--- config.mk ---
export PLATFORM = sky130hd
export DESIGN_NAME = rc4_job_arbiter
export DESIGN_NICKNAME = d
export VERILOG_FILES = /design/src/rtl/rc4_pkg.sv /design/src/rtl/rr_arbiter.sv /design/src/rtl/rc4_job_arbiter.sv
export SDC_FILE = /design/constraint.sdc
export NUM_CORES = 1
export LEC_CHECK = 0
export CORE_ASPECT_RATIO = 1.2
export CORE_MARGIN = 5
export CORE_UTILIZATION = 44
export CTS_CLUSTER_SIZE = 25
export DETAILED_ROUTE_END_ITERATION = 10
export HOLD_SLACK_MARGIN = 0.02
export PLACE_DENSITY = 0.92
export SETUP_SLACK_MARGIN = 0.05
export SLEW_MARGIN = 10
export SYNTH_ARGS = -nofsm -noshare
export SYNTH_HDL_FRONTEND = slang
export SYNTH_SLANG_ARGS = --single-unit
--- constraint.sdc ---
create_clock -name clk -period 10.9 [get_ports clk]
set_input_delay 1.635 -clock clk [delete_from_list [all_inputs] [get_ports clk]]
set_output_delay 1.635 -clock clk [all_outputs]
set_load 0.1 [all_outputs]
--- src/rtl/rc4_pkg.sv ---
// Shared definitions for the RC4 keystream core and the job arbiter that feeds it.
package rc4_pkg;

  typedef enum logic [1:0] {
    IDLE     = 2'd0,
    CORE_RST = 2'd1,
    RUN      = 2'd2,
    RESP     = 2'd3
  } rc4_state_e;

  localparam int RC4_NUM_BYTES      = 4;
  localparam int RC4_TIMEOUT_CYCLES = 2048;

endpackage

--- src/rtl/rr_arbiter.sv ---
// Combinational round-robin picker: first active request above last_grant, wrapping.
module rr_arbiter #(
  parameter int NUM_REQ = 4,
  parameter int IDX_W   = $clog2(NUM_REQ)
) (
  input  logic [NUM_REQ-1:0] req,
  input  logic [IDX_W-1:0]   last_grant,
  output logic [NUM_REQ-1:0] grant,
  output logic [IDX_W-1:0]   grant_idx,
  output logic               grant_any
);

  logic [IDX_W-1:0] pos;

  always_comb begin
    grant     = '0;
    grant_idx = '0;
    grant_any = 1'b0;
    pos       = '0;
    for (int k = 1; k <= NUM_REQ; k++) begin
      pos = IDX_W'((int'(last_grant) + k) % NUM_REQ);
      if (!grant_any && req[pos]) begin
        grant_any  = 1'b1;
        grant[pos] = 1'b1;
        grant_idx  = pos;
      end
    end
  end

endmodule

--- src/rtl/rc4_job_arbiter.sv ---
// Shares one RC4 keystream core among NUM_REQ requesters: accept, reset core, run, respond.
//
//   state    | meaning
//   IDLE     | pick next requester round-robin, latch job, length-check it
//   CORE_RST | hold core_rst_n low for CORE_RST_CYCLES to clear sticky done
//   RUN      | core_start high, watchdog counting down to timeout
//   RESP     | present result to granted requester until it accepts
module rc4_job_arbiter
  import rc4_pkg::*;
#(
  parameter int NUM_REQ         = 4,
  parameter int NUMS_OF_BYTES   = RC4_NUM_BYTES,
  parameter int CORE_RST_CYCLES = 2,
  parameter int TIMEOUT_CYCLES  = RC4_TIMEOUT_CYCLES
) (
  input  logic                            clk,
  input  logic                            rst_n,
  input  logic [NUM_REQ-1:0]              req_valid,
  output logic [NUM_REQ-1:0]              req_ready,
  input  logic [NUM_REQ*NUMS_OF_BYTES*8-1:0] req_key,
  input  logic [NUM_REQ*8-1:0]            req_key_len,
  output logic [NUM_REQ-1:0]              rsp_valid,
  input  logic [NUM_REQ-1:0]              rsp_ready,
  output logic [NUMS_OF_BYTES*8-1:0]      rsp_ckey,
  output logic                            rsp_err,
  output logic                            core_rst_n,
  output logic                            core_start,
  output logic [NUMS_OF_BYTES*8-1:0]      core_key,
  output logic [7:0]                      core_key_length,
  input  logic                            core_done,
  input  logic [NUMS_OF_BYTES*8-1:0]      core_ckey
);

  localparam int IDX_W   = $clog2(NUM_REQ);
  localparam int KEY_W   = NUMS_OF_BYTES * 8;
  localparam int CNT_MAX = (TIMEOUT_CYCLES > CORE_RST_CYCLES) ? TIMEOUT_CYCLES : CORE_RST_CYCLES;
  localparam int CNT_W   = $clog2(CNT_MAX + 1);

  rc4_state_e         state_q, state_d;
  logic [CNT_W-1:0]   cnt_q, cnt_d;
  logic [KEY_W-1:0]   key_q, ckey_q, masked_ckey, sel_key;
  logic [7:0]         len_q, sel_len;
  logic [IDX_W-1:0]   g_q, last_grant_q, grant_idx;
  logic [NUM_REQ-1:0] grant_oh;
  logic               grant_any, bad_len, err_q;
  logic               accept, reject, run_done, run_timeout, rsp_hs;

  rr_arbiter #(
    .NUM_REQ (NUM_REQ),
    .IDX_W   (IDX_W)
  ) u_rr (
    .req        (req_valid),
    .last_grant (last_grant_q),
    .grant      (grant_oh),
    .grant_idx  (grant_idx),
    .grant_any  (grant_any)
  );

  assign sel_key = req_key[grant_idx*KEY_W +: KEY_W];
  assign sel_len = req_key_len[grant_idx*8 +: 8];
  assign bad_len = (sel_len == 8'd0) || (sel_len > 8'(NUMS_OF_BYTES));

  always_comb begin
    masked_ckey = '0;
    for (int i = 0; i < NUMS_OF_BYTES; i++) begin
      if (i < int'(len_q)) masked_ckey[i*8 +: 8] = core_ckey[i*8 +: 8];
    end
  end

  // One down-counter serves as the core-reset timer and then as the RUN watchdog.
  always_comb begin
    state_d     = state_q;
    cnt_d       = cnt_q;
    req_ready   = '0;
    rsp_valid   = '0;
    accept      = 1'b0;
    reject      = 1'b0;
    run_done    = 1'b0;
    run_timeout = 1'b0;
    rsp_hs      = 1'b0;
    case (state_q)
      IDLE: begin
        if (rst_n && grant_any) begin
          req_ready = grant_oh;
          accept    = 1'b1;
          if (bad_len) begin
            reject  = 1'b1;
            state_d = RESP;
          end else begin
            state_d = CORE_RST;
            cnt_d   = CNT_W'(CORE_RST_CYCLES - 1);
          end
        end
      end
      CORE_RST: begin
        if (cnt_q == '0) begin
          state_d = RUN;
          cnt_d   = CNT_W'(TIMEOUT_CYCLES);
        end else begin
          cnt_d = cnt_q - CNT_W'(1);
        end
      end
      RUN: begin
        if (core_done) begin
          run_done = 1'b1;
          state_d  = RESP;
        end else if (cnt_q == '0) begin
          run_timeout = 1'b1;
          state_d     = RESP;
        end else begin
          cnt_d = cnt_q - CNT_W'(1);
        end
      end
      RESP: begin
        if (rst_n) rsp_valid[g_q] = 1'b1;
        if (rsp_ready[g_q]) begin
          rsp_hs  = 1'b1;
          state_d = IDLE;
        end
      end
      default: state_d = IDLE;
    endcase
  end

  always_ff @(posedge clk) begin
    if (!rst_n) begin
      state_q      <= IDLE;
      cnt_q        <= '0;
      key_q        <= '0;
      len_q        <= '0;
      g_q          <= '0;
      last_grant_q <= IDX_W'(NUM_REQ - 1);
      ckey_q       <= '0;
      err_q        <= 1'b0;
    end else begin
      state_q <= state_d;
      cnt_q   <= cnt_d;
      if (accept) begin
        key_q <= sel_key;
        len_q <= sel_len;
        g_q   <= grant_idx;
      end
      if (reject || run_timeout) begin
        ckey_q <= '0;
        err_q  <= 1'b1;
      end else if (run_done) begin
        ckey_q <= masked_ckey;
        err_q  <= 1'b0;
      end
      if (rsp_hs) last_grant_q <= g_q;
    end
  end

  assign core_rst_n      = rst_n && (state_q != CORE_RST);
  assign core_start      = rst_n && (state_q == RUN);
  assign core_key        = key_q;
  assign core_key_length = len_q;
  assign rsp_ckey        = ckey_q;
  assign rsp_err         = err_q;

endmodule
==> impl.org, run 1 <==
** Placement
- The congestion estimate from routability-driven global placement came to 0.898.
- Number of port buffers :: 285
- Summing all placed instances gives a cell area of 8540 µm².
- After legalization and detailed placement, the total HPWL measured 15900 µm.
- Post-placement setup slack :: 4.10 ns

** Timing
- Summed over all failing endpoints, the final setup total negative slack is 0 ns.
- Part of the cycle the worst path needs :: 63.2%
- Number of pins exceeding their max-slew limit in the final report :: 0
- For the pin with the worst max-slew slack, the measured transition is 1.16 ns.
- Final worst clock skew :: 0.00744 ns
- Setup violations remaining at the end of the flow were counted as 0.
- Setup repair after global routing left no endpoint under its margin.
- Max-slew headroom :: 22.2%
- Maximum frequency from static timing analysis :: 145 MHz
- Number of hold-slack violations in the final timing report :: 0
- The worst path in the final design needs a cycle of 6.89 ns, including I/O delays and setup.
- Minimum setup slack in the final design :: 4.01 ns

** Run status
- The flow ran to the end, and the final reports show no timing, DRC or antenna violations.

** Logic synthesis
- Yosys mapped a number of flops with a built-in enable equal to 0.
- After synthesis, the cell types taking the most area are sky130_fd_sc_hd__dfxtp_1, sky130_fd_sc_hd__nand2_1, sky130_fd_sc_hd__nand3_1.
- Post-synthesis sequential element count :: 91
- Library cell occupying the most area in the post-synthesis netlist :: sky130_fd_sc_hd__dfxtp_1
- After synthesis, the share of flip-flops with an asynchronous set or reset is 0%.
- Post-synthesis sequential area ratio :: 32.1%
- In the synthesized netlist, the number of instances is 805.
- Counting every net in the synthesized netlist gives 1019.
- Yosys synthesis warning count :: 0
- Dividing the synthesized area by the synthesized cell count gives 7.05 µm².
- The top cell type by area accounts for 32.1% of the synthesized area.
- The synthesized netlist occupies a cell area of 5670 µm².
- Synth unique cells :: 64
- Commonest register cell after synthesis :: sky130_fd_sc_hd__dfxtp_1

** Die
- Once the floorplan was initialized, standard cells occupied 44.8% of the core.
- Die ar. :: 15300 µm²
- The floorplan has 45 rows.
- Core ar. :: 12700 µm²
- Num ports :: 286
- Die width :: 114 µm
- Die Height :: 134 µm

** Clocking
- The clock net in this run drives a total of 91 sinks.
- Buffers inserted during post-CTS setup optimization :: 0
- Buffer depth of the longest clock path :: 2
- In this run, post-CTS repair resized a total of 0 instances.
- After clock tree synthesis, the clock-pin slew on the worst setup and hold paths is 0.07 ns.
- Cts bufs inserted :: 9
- Worst-Skew Late Latency :: 0.35 ns
- In this run the number of H-tree levels came out at 3.
- Root buf cell :: sky130_fd_sc_hd__clkbuf_16
- Hold buffer count at CTS :: 0
- TritonCTS built the clock tree.

** Hold path
- Hold WC Path Type :: reg2reg
- Launch instance of the worst min-delay path :: rsp_ckey[29]

** Detailed routing
- After detailed routing, the number of remaining DRC violations is 0.
- Detailed-route via count :: 6792
- The final layout contains routed wiring with a total length of 20800 µm.
- After detailed routing, the average wire length per cell comes to 17.1 µm.
- DR pass1 iterations :: 5
- In the routed layout, each cell is associated on average with a via count of 5.59.
- Antenna-violating nets left :: 0
- The first routing iteration left 540 violations.

** Layout
- The finished cells cover 8840 µm².
- Area Growth Syn to Fin :: 55.8%
- Fraction of final layout cells with drive strength greater than 1 :: 5.14%
- 0 antenna diodes ended up in the layout.
- In the final design database the tool counted 1260 nets.

** GRT
- Wire length of the first global-routing pass :: 32100 µm
- Overall overflow remaining after global route :: 0
- The number of global-route vias before repair was 6436.
- Entering global routing, the biggest net connects 82 pins.
- Global routing used 26.0% of the available tracks across all layers.
- Initial antenna violation count :: 1

** Critical path
- The critical path starts at req_valid[3].
- Critical path required time :: 9.27 ns
- Kind of critical path :: in2out
- Category of the worst setup path capture point :: primary output
- The worst setup path is launched from an input port.
- Largest driver fanout on the critical path :: 13
- In this run the critical register-to-register path is launched from last_grant_q[0].
- Critical path arrival :: 5.25 ns

** Pwr
- Worst vdd rail ir drop :: 0.000186 V
- For this design the static power due to leakage is 0.00350 µW.
- Dividing total power by cell area gives a power density of 256 nW/µm².

** Job
- The tool flagged a number of max-cap violations equal to 0.
[through the flow]
stage	hold slack, ns	cells	total power, µW	utilization, %
floorplan	0.446	805	1580	-
global placement	0.438	1199	1940	67.4
detailed placement	0.442	1199	1960	67.4
CTS	0.452	1215	2270	69.7
global route	0.473	1215	2390	69.7
finish	0.454	1215	2260	69.7
[sequential cells by signal (all words and copies together) (netlist names)]
name             count
g_q                  2
core_key            32
core_key_length      8
rsp_ckey            32
rsp_err              1
last_grant_q         2
cnt_q               12
state_q              2
[layout by cell type (no fill, tap or decap), types with 3 or more instances in the layout]
master,count
sky130_fd_sc_hd__inv_1,19
sky130_fd_sc_hd__or3_1,3
sky130_fd_sc_hd__inv_6,3
sky130_fd_sc_hd__nor3_1,9
sky130_fd_sc_hd__nor4_1,3
sky130_fd_sc_hd__a221oi_1,6
sky130_fd_sc_hd__o41ai_2,3
sky130_fd_sc_hd__clkbuf_16,9
sky130_fd_sc_hd__nor2_1,49
sky130_fd_sc_hd__a31o_2,7
sky130_fd_sc_hd__o31ai_1,8
sky130_fd_sc_hd__a21oi_1,14
sky130_fd_sc_hd__ha_1,11
sky130_fd_sc_hd__dfxtp_1,91
sky130_fd_sc_hd__clkdlybuf4s50_1,284
sky130_fd_sc_hd__mux4_2,5
sky130_fd_sc_hd__a31oi_1,5
sky130_fd_sc_hd__and2_1,4
sky130_fd_sc_hd__buf_4,5
sky130_fd_sc_hd__nor2b_1,4
sky130_fd_sc_hd__o211ai_1,8
sky130_fd_sc_hd__nand2b_1,4
sky130_fd_sc_hd__nand2_1,216
sky130_fd_sc_hd__and3_1,3
sky130_fd_sc_hd__mux2i_1,11
sky130_fd_sc_hd__o21ai_0,53
sky130_fd_sc_hd__o2111ai_1,4
sky130_fd_sc_hd__o21a_1,3
sky130_fd_sc_hd__nand4_1,3
sky130_fd_sc_hd__a22oi_1,28
sky130_fd_sc_hd__nand3_1,126
[kinds of logic after synthesis]
kind of cell,Yosys count,share of synthesized area [%]
AND/OR/NAND/NOR,437,33.9
AO/OA/AOI/OAI,169,21.8
flip-flops,91,32.1
buffers and inverters,79,5.49
multiplexers,17,4.13
adder cells (fa/ha/maj),11,2.43
XOR/XNOR,1,0.154
[path summary, 6_finish.rpt]
check                                    end  slack, ns  cells past startpoint
worst min register to register  rsp_ckey[29]       0.45                      2
worst min-delay path            rsp_ckey[29]       0.45                      2
worst max register to register  rsp_ckey[27]       4.92                     12
worst max-delay path            req_ready[2]       4.01                      8
[synthesized netlist by cell type (5+ instances only)]
cell                       instances
sky130_fd_sc_hd__ha_1             11
sky130_fd_sc_hd__buf_2             6
sky130_fd_sc_hd__inv_1            19
sky130_fd_sc_hd__o21ai_0          53
sky130_fd_sc_hd__a22oi_1          28
sky130_fd_sc_hd__a31oi_1           5
sky130_fd_sc_hd__nor2_1           50
sky130_fd_sc_hd__nor3_1            9
sky130_fd_sc_hd__a21oi_1          14
sky130_fd_sc_hd__mux4_2            5
sky130_fd_sc_hd__nand2_1         218
sky130_fd_sc_hd__mux2i_1          11
sky130_fd_sc_hd__nand3_1         126
sky130_fd_sc_hd__o211ai_1          8
sky130_fd_sc_hd__a31o_2            7
sky130_fd_sc_hd__o31ai_1           8
sky130_fd_sc_hd__dfxtp_1          91
sky130_fd_sc_hd__a221oi_1          6
sky130_fd_sc_hd__clkbuf_1         48
[power breakdown]
group	leakage (µW)	switching [µW]	internal (µW)
Combinational	0.00261	1070	394
Sequential	0.000745	65.7	425
Clock	0.000145	146	161
Total	0.00350	1280	980
[cell type report]
class | count | area (µm²)
clock buffers | 9 | 225
clock inverters | 7 | 66.3
fillers | 982 | 3830
repair buffers | 290 | 2890
well taps | 164 | 205
flip-flops and latches | 91 | 1820
inverters | 19 | 71.3
multi-input cells | 635 | 3560
[worst max-delay path, cell delays in order]
cell and delay [ns]:
sky130_fd_sc_hd__clkdlybuf4s50_1 0.59, sky130_fd_sc_hd__mux4_2 0.67, sky130_fd_sc_hd__nor2b_1 0.70, sky130_fd_sc_hd__a22oi_1 0.16
sky130_fd_sc_hd__nor2_1 0.17, sky130_fd_sc_hd__a221oi_1 0.07, sky130_fd_sc_hd__nor2_1 0.12, sky130_fd_sc_hd__clkdlybuf4s50_1 1.14
[per-layer routing]
| layer | vias up | routed length [µm] | GRT usage (%) |
|---|---|---|---|
| met1 | 3085 | 7780 | 28.0 |
| met4 | 2 | 760 | 10.9 |
| met3 | 59 | 2040 | 8.39 |
| met5 | - | 12 | 0 |
| li1 | 3322 | - | - |
| met2 | 324 | 10200 | 46.4 |
Power figures use the tool's default switching activity.
==> run 2: changes to the inputs <==
- CORE_UTILIZATION: 44 -> 41
- PLACE_DENSITY: 0.92 -> 0.87
- clock period: 10.9 -> 6.4 ns (I/O delays scaled with it)
==> run 2 against run 1 <==
  * Sequential cell count stayed put
  * Total power is 73% higher
  * Critical path depth is 3 higher
  * Combinational power is 71% higher
  * Largest power group unchanged
  * Global-route usage is 1.5 points lower
  * Largest cell class unchanged
  * Final cell count is 0.82% higher
  * Register-to-register slack worse by 4.1 ns
  * Die area is 6.7% higher
  * Sequential power is 70% higher
  * Sequential share of layout area is 0.11 points lower
  * Clock skew hardly changed
==> impl.org, run 2 (synthesis gave the netlist of run 1 again) <==
** Run status
- Run status :: finished, final reports clean

** Detailed routing
- The detailed-router iteration count before antenna repair is 5 (unchanged).
- The wire length reported by the detailed router came to 21200 µm (+1.7%).
- The wire length per cell after detailed routing came to 17.3 µm (+0.89%).
- The count of antenna-violating nets left after detailed routing was 0 (unchanged).
- The number of DRC violations after detailed routing came to 0 (unchanged).
- Post-detailed-route via-to-cell ratio :: 5.45 (-2.5%)
- The starting DRC count in detailed routing is 409 (-24%).
- The via count of the routed design is 6679 (-1.7%).

** Clocking
- Buffers inserted during post-CTS setup optimization :: 0 (unchanged)
- Buffer depth of the longest clock path :: 2 (unchanged)
- CTS tree :: yes
- The source-to-sink clock delay at the later pin of the worst-skew pair is 0.34 ns (about the same).
- Clk pin slew, worst setup/hold paths :: 0.07 ns (about the same)
- Hold buffer count at CTS :: 0 (unchanged)
- The number of buffers inserted during clock tree synthesis came to 9 (unchanged).
- Resized cells post-CTS :: 0 (unchanged)
- The TritonCTS sink count was 91 (unchanged).
- The number of levels in the clock H-tree came to 3 (unchanged).
- Root buf cell :: sky130_fd_sc_hd__clkbuf_16

** Placement
- The global placer's final weighted congestion is 0.930 (+3.6%).
- Detailed placement HPWL :: 16200 µm (+2.2%)
- Post-Place Cell Area :: 8570 µm² (+0.25%)
- Placed Instances :: 1209 (+0.83%)
- The worst slack at placement came to 0.871 ns (-3.23 ns).
- The port buffer count was 285 (unchanged).

** Layout
- The area of all placed cells without fillers was 8880 µm² (+0.55%).
- Fraction of final layout cells with drive strength greater than 1 :: 5.69% (+0.55 points)
- The antenna diode count came to 0 (unchanged).
- Fill count :: 1193 (+21%)
- # nets final :: 1263 (+0.24%)
- Final standard cell count with taps included and fillers excluded :: 1225 (+0.82%)
- The library cell used most frequently in the layout, excluding fill and tap cells, is sky130_fd_sc_hd__clkdlybuf4s50_1.
- Area Growth Syn to Fin :: 56.7%
- Most frequent cells in the layout :: sky130_fd_sc_hd__clkdlybuf4s50_1, sky130_fd_sc_hd__nand2_1, sky130_fd_sc_hd__nand3_1

** Pwr
- The power share of the combinational group came to 64.1% (-0.6 points).
- The overall power after layout came to 3910 µW (+73%).
- Share of total power in sequential cells :: 21.4% (-0.3 points)
- Net switching power figure :: 2170 µW (+69%)
- Worst vdd rail ir drop :: 0.000288 V (+55%)
- The leakage power total is 0.00353 µW (+0.84%).
- The ratio of total power to cell area came to 440 nW/µm² (+72%).
- The net switching fraction of the power is 55.4% (-1.3 points).
- The cell-internal power is 1740 µW (+78%).
- Fraction of power consumed by the clock network :: 14.6% (+1.0 points)

** Hold path
- In this run the worst hold path is classified as reg2reg.

** Timing
- RSZ-0062 raised after global routing :: no
- Derived from the worst setup path, the maximum achievable clock frequency is 178 MHz.
- Part of the cycle the worst path needs :: 87.9%
- Max-slew headroom :: 25.6% (+3.4 points)
- Setup TNS :: 0 ns (unchanged)
- The number of failing setup endpoints in the final timing report came to 0 (unchanged).
- The number of hold violations in the final report was 0 (unchanged).
- For the finished layout, the period the worst path requires is 5.63 ns.
- The worst setup skew after layout is 0.00739 ns (-0.0000463 ns).
- The max-slew violation count was 0 (unchanged).
- The worst path setup slack after routing was 0.774 ns (-3.24 ns).
- The actual slew at the worst max-slew pin is 1.11 ns (-0.0511 ns).

** Die
- Die Height :: 139 µm (+3.3%)
- Placement Rows :: 47 (+4.4%)
- The x dimension of the die was 117 µm (+3.3%).
- The placeable core area came to 13700 µm² (+8.2%).
- The full die area came to 16300 µm² (+6.7%).
- The number of primary I/O pins is 286 (unchanged).
- The starting utilization of the core area was 41.4% (-3.4 points).

** GRT
- Initial antenna violation count :: 0 (-1)
- Wire length of the first global-routing pass :: 32900 µm (+2.6%)
- The number of global-route vias before repair is 6410 (-0.40%).
- Total Routing Usage GR :: 24.5% (-1.5 points)
- The global-route congestion overflow total was 0 (unchanged).
- The maximum number of pins on one net before global-route repair came to 82 (unchanged).

** Critical path
- Gate family responsible for the most delay along the worst path :: compound AO/OA/AOI/OAI gates
- The maximum fanout count along the critical path came to 43 (+30).
- The worst register-to-register path begins at last_grant_q[0].
- Critical path origin :: last_grant_q[0]
- Critical path required time :: 6.65 ns (-2.62 ns)
- The number of buffers and inverters on the critical path was 1 (-1).
- Critical path arrival :: 5.88 ns (+0.63 ns)
- The slowest stage of the critical path belongs to the cell sky130_fd_sc_hd__dfxtp_1.
- Reg2reg setup slack :: 0.77 ns (-4.15 ns)
- WP depth :: 11 (+3)
- The path depth of the worst reg2reg path is 11 (-1).
- Category of the worst setup path capture point :: register
- Cell chain of the critical path :: inv_1 > ha_1 > mux4_2 > or2_2 > o22ai_4 > nor2_4 > mux2i_1 > o211ai_2 > o41ai_4 > nand4_4 > o31ai_1
- In this run the critical register-to-register path is captured at cnt_q[5].
- Kind of critical path :: reg2reg
- In this run the worst setup path terminates at cnt_q[5].
- The worst stage delay on the critical path came to 0.88 ns (-0.26 ns).
- STA classifies the critical path startpoint as a register.

** Job
- # Max-Cap Violations :: 0 (unchanged)
-- run 2: worst min-delay path by stage --
stage,from,end,slack (ns),depth (start not counted)
floorplan,cnt_q[8],cnt_q[8],0.45,2
global placement,rsp_ckey[31],rsp_ckey[31],0.44,2
detailed placement,rsp_ckey[26],rsp_ckey[26],0.44,2
CTS,rsp_ckey[26],rsp_ckey[26],0.45,2
global route,rsp_ckey[30],rsp_ckey[30],0.48,2
finish,rsp_ckey[26],rsp_ckey[26],0.46,2
-- run 2: worst reg2reg max path: stages (launching register included) --
cell	delay, ns
sky130_fd_sc_hd__dfxtp_1	0.88
sky130_fd_sc_hd__inv_1	0.41
sky130_fd_sc_hd__ha_1	0.59
sky130_fd_sc_hd__mux4_2	0.49
sky130_fd_sc_hd__or2_2	0.23
sky130_fd_sc_hd__o22ai_4	0.10
sky130_fd_sc_hd__nor2_4	0.85
sky130_fd_sc_hd__mux2i_1	0.38
sky130_fd_sc_hd__o211ai_2	0.17
sky130_fd_sc_hd__o41ai_4	0.83
sky130_fd_sc_hd__nand4_4	0.30
sky130_fd_sc_hd__o31ai_1	0.30
-- run 2: per-stage QoR --
| stage | util [%] | hold slack [ns] |
|---|---|---|
| final | 64.8 | 0.456 |
| after global routing | 64.8 | 0.478 |
| after CTS | 64.8 | 0.453 |
| after detailed placement | 62.5 | 0.444 |
| after global placement | 62.5 | 0.438 |
| after floorplan | - | 0.446 |
-- run 2: routing by layer --
layer / GRT usage (%) / wire, µm / vias up
met1: 27.7 / 8160 / 3001
met2: 43.4 / 10500 / 305
met3: 6.69 / 1800 / 46
li1: - / - / 3327
met5: 0 / 0 / -
met4: 10.0 / 697 / 0
-- run 2: area by class of cell --
cell class | count | area (µm²) | area share, %
multi-input cells | 635 | 3560 | 40.1
repair buffers | 293 | 2900 | 32.6
inverters | 19 | 71.3 | 0.803
flip-flops and latches | 91 | 1820 | 20.5
well taps | 171 | 214 | 2.41
clock inverters | 6 | 90.1 | 1.01
clock buffers | 10 | 229 | 2.58
-- run 2: power groups by stage --
stage,clock network [µW],logic (µW),registers (µW)
2_1_floorplan,0,917,1780
3_3_place_gp,0,2480,840
3_5_place_dp,0,2510,847
4_1_cts,583,2510,837
5_1_grt,606,2670,858
6_report,569,2510,836
==> run 3: changes to the inputs <==
- CORE_ASPECT_RATIO: 1.2 -> default
- CORE_UTILIZATION: 41 -> 42
- CTS_BUF_LIST: default -> sky130_fd_sc_hd__clkbuf_8
- PLACE_DENSITY: 0.87 -> 0.89
==> run 3 against run 2 <==
  * Hold slack got worse by 0.0013 ns
  * Design area down 1.6%
  * Total power fell by 5.0%
  * Critical path depth grew 1
  * Largest power group unchanged
==> impl.org, run 3 (synthesis gave the netlist of run 1 again) <==
** Timing
- Smallest hold slack :: 0.455 ns (-0.00129 ns)
- Slew at the pin closest to its max-slew limit :: 1.12 ns (+0.00218 ns)
- Setup-violating endpoint count in the final report :: 0 (unchanged)
- Fin crit period :: 5.44 ns (-0.184 ns)
- Number of pins exceeding their max-slew limit in the final report :: 0 (unchanged)
- The worst max-slew margin expressed relative to the limit is 25.4% (-0.15 points).
- Final worst clock skew :: 0.0180 ns (+0.0106 ns)
- The highest achievable clock rate was 184 MHz (+3.4%).
- The number of hold violations in the final report came to 0 (unchanged).
- RSZ-0062 raised after global routing :: no
- Setup TNS :: 0 ns (unchanged)
- Part of the cycle the worst path needs :: 85.0% (-2.9 points)

** Clocking
- Hold buffer count at CTS :: 0 (unchanged)
- Cts bufs inserted :: 9 (unchanged)
- Buffer depth of the longest clock path :: 2 (unchanged)
- The source-to-sink clock delay at the later pin of the worst-skew pair is 0.37 ns (+0.03 ns).
- The number of levels in the clock H-tree is 3 (unchanged).
- The total of cells resized after clock tree synthesis came to 0 (unchanged).
- Clock Sinks :: 91 (unchanged)
- The number of buffers inserted to repair setup after CTS is 0 (unchanged).
- Root buf cell :: sky130_fd_sc_hd__clkbuf_8
- TritonCTS built the clock tree.
- The register clock-pin slew on the reported worst setup and hold paths was 0.11 ns (+0.04 ns).

** Placement
- Number of port buffers :: 285 (unchanged)
- Detailed placement HPWL :: 15800 µm (-2.6%)
- The global placer's final weighted congestion came to 0.968 (+4.0%).

** Layout
- The top cell types in the final layout, fill and taps aside, are sky130_fd_sc_hd__clkdlybuf4s50_1, sky130_fd_sc_hd__nand2_1, sky130_fd_sc_hd__nand3_1.
- # nets final :: 1263 (unchanged)
- Fill count :: 1162 (-2.6%)
- Area Growth Syn to Fin :: 54.2%
- Ant diodes :: 0 (unchanged)
- The library cell used most frequently in the layout, excluding fill and tap cells, is sky130_fd_sc_hd__clkdlybuf4s50_1.
- The share of layout cells above drive strength 1 came to 5.60% (-0.095 points).

** GRT
- The number of global-route vias before repair came to 6121 (-4.5%).
- Largest net degree at the start of global routing :: 82 (unchanged)
- The wire length of the first global-routing pass came to 31200 µm (-5.4%).
- The global-route congestion overflow total was 0 (unchanged).
- The all-layer global routing usage came to 23.9% (-0.67 points).
- Initial antenna violation count :: 0 (unchanged)

** Detailed routing
- The count of antenna-violating nets left after detailed routing came to 0 (unchanged).
- Wire per inst :: 16.5 µm (-4.3%)
- Detailed-route via count :: 6695 (+0.24%)
- The number of DRC violations after detailed routing is 0 (unchanged).
- The wire length reported by the detailed router is 20300 µm (-3.9%).
- Detailed router's first-iteration violation count :: 533 (+30%)
- DR pass1 iterations :: 5 (unchanged)
- The detailed-route vias per instance came to 5.44 (-0.17%).

** Die
- The number of primary I/O pins is 286 (unchanged).
- Die ar. :: 15900 µm² (-2.3%)
- The y dimension of the die was 126 µm (-9.1%).
- The x dimension of the die is 126 µm (+7.5%).
- The starting utilization of the core area was 42.8% (+1.4 points).
- The placeable core area was 13200 µm² (-3.4%).
- The cell row count came to 42 (-11%).

** Hold path
- The worst hold path stage count was 2 (unchanged).
- The tightest min-delay check is of the reg2reg type.

** Critical path
- The worst setup path is captured at a register.
- STA classifies the critical path startpoint as a register.
- The register-to-register setup slack is 0.96 ns (+0.18 ns).
- The data required time at the worst endpoint is 6.68 ns (+0.03 ns).
- Critical path arrival :: 5.72 ns (-0.16 ns)
- Worst Reg-to-Reg Cells :: 12 (+1)
- Kind of critical path :: reg2reg
- Largest driver fanout on the critical path :: 39 (-9.3%)

** Pwr
- The leakage power total is 0.00346 µW (-1.9%).
- Total Power Consumption :: 3720 µW (-5.0%)
- PwrDens :: 425 nW/µm² (-3.5%)
- Worst vdd rail ir drop :: 0.000254 V (-12%)

** Run status
- Run status :: finished, final reports clean

** Job
- # Max-Cap Violations :: 0 (unchanged)
## run 3: changes by cell type in the layout (fill, tap and decap cells not counted), moves of 2 or more
cell | before | now
sky130_fd_sc_hd__clkinv_4 | 2 | 0
sky130_fd_sc_hd__clkbuf_8 | 0 | 10
sky130_fd_sc_hd__clkinvlp_4 | 1 | 3
sky130_fd_sc_hd__clkbuf_16 | 9 | 0
sky130_fd_sc_hd__bufinv_16 | 2 | 0
## run 3: metrics by stage
step	cell area, µm²	setup WS [ns]	utilization (%)	instances
floorplan	5670	1.60	-	805
global placement	8570	1.27	64.7	1214
detailed placement	8570	1.06	64.7	1214
CTS	8740	1.04	66.0	1230
global route	8740	0.620	66.0	1230
finish	8740	0.958	66.0	1230
## run 3: layout make-up
type                       count  area [µm²]  area share (%)
clock buffer                  10         138            1.57
clock inverter                 6        40.0           0.458
inverter                      19        71.3           0.816
multi-input combinational    635        3560            40.7
sequential                    91        1820            20.8
tap                          176         220            2.52
timing repair buffer         293        2900            33.1
## run 3: final timing paths
check	to	start
setup / recovery	cnt_q[7]	last_grant_q[0]
setup reg to reg	cnt_q[7]	last_grant_q[0]
hold reg to reg	rsp_ckey[28]	rsp_ckey[28]
hold / removal	rsp_ckey[28]	rsp_ckey[28]
## run 3: critical path, stage by stage, from the launching register on
cell	delay [ns]
sky130_fd_sc_hd__dfxtp_1	0.91
sky130_fd_sc_hd__inv_1	0.43
sky130_fd_sc_hd__ha_1	0.60
sky130_fd_sc_hd__mux4_2	0.34
sky130_fd_sc_hd__nor2b_1	0.70
sky130_fd_sc_hd__o21ai_4	0.15
sky130_fd_sc_hd__nand2_2	0.61
sky130_fd_sc_hd__mux2i_1	0.26
sky130_fd_sc_hd__mux2i_1	0.19
sky130_fd_sc_hd__o41ai_4	0.40
sky130_fd_sc_hd__buf_4	0.25
sky130_fd_sc_hd__nand4_4	0.20
sky130_fd_sc_hd__o31ai_1	0.29
## run 3: layer usage
| layer | part of all wire, % | track usage [%] | wire length, µm |
|---|---|---|---|
| met5 | 0 | 0 | 0 |
| met4 | 2.7 | 8.90 | 556 |
| met3 | 10 | 7.32 | 2050 |
| met2 | 47 | 39.8 | 9600 |
| met1 | 40 | 29.0 | 8130 |
## run 3: power breakdown
part / total, µW / internal (µW) / switching [µW]
Sequential: 832 / 723 / 109
Clock: 363 / 151 / 211
Combinational: 2520 / 681 / 1840
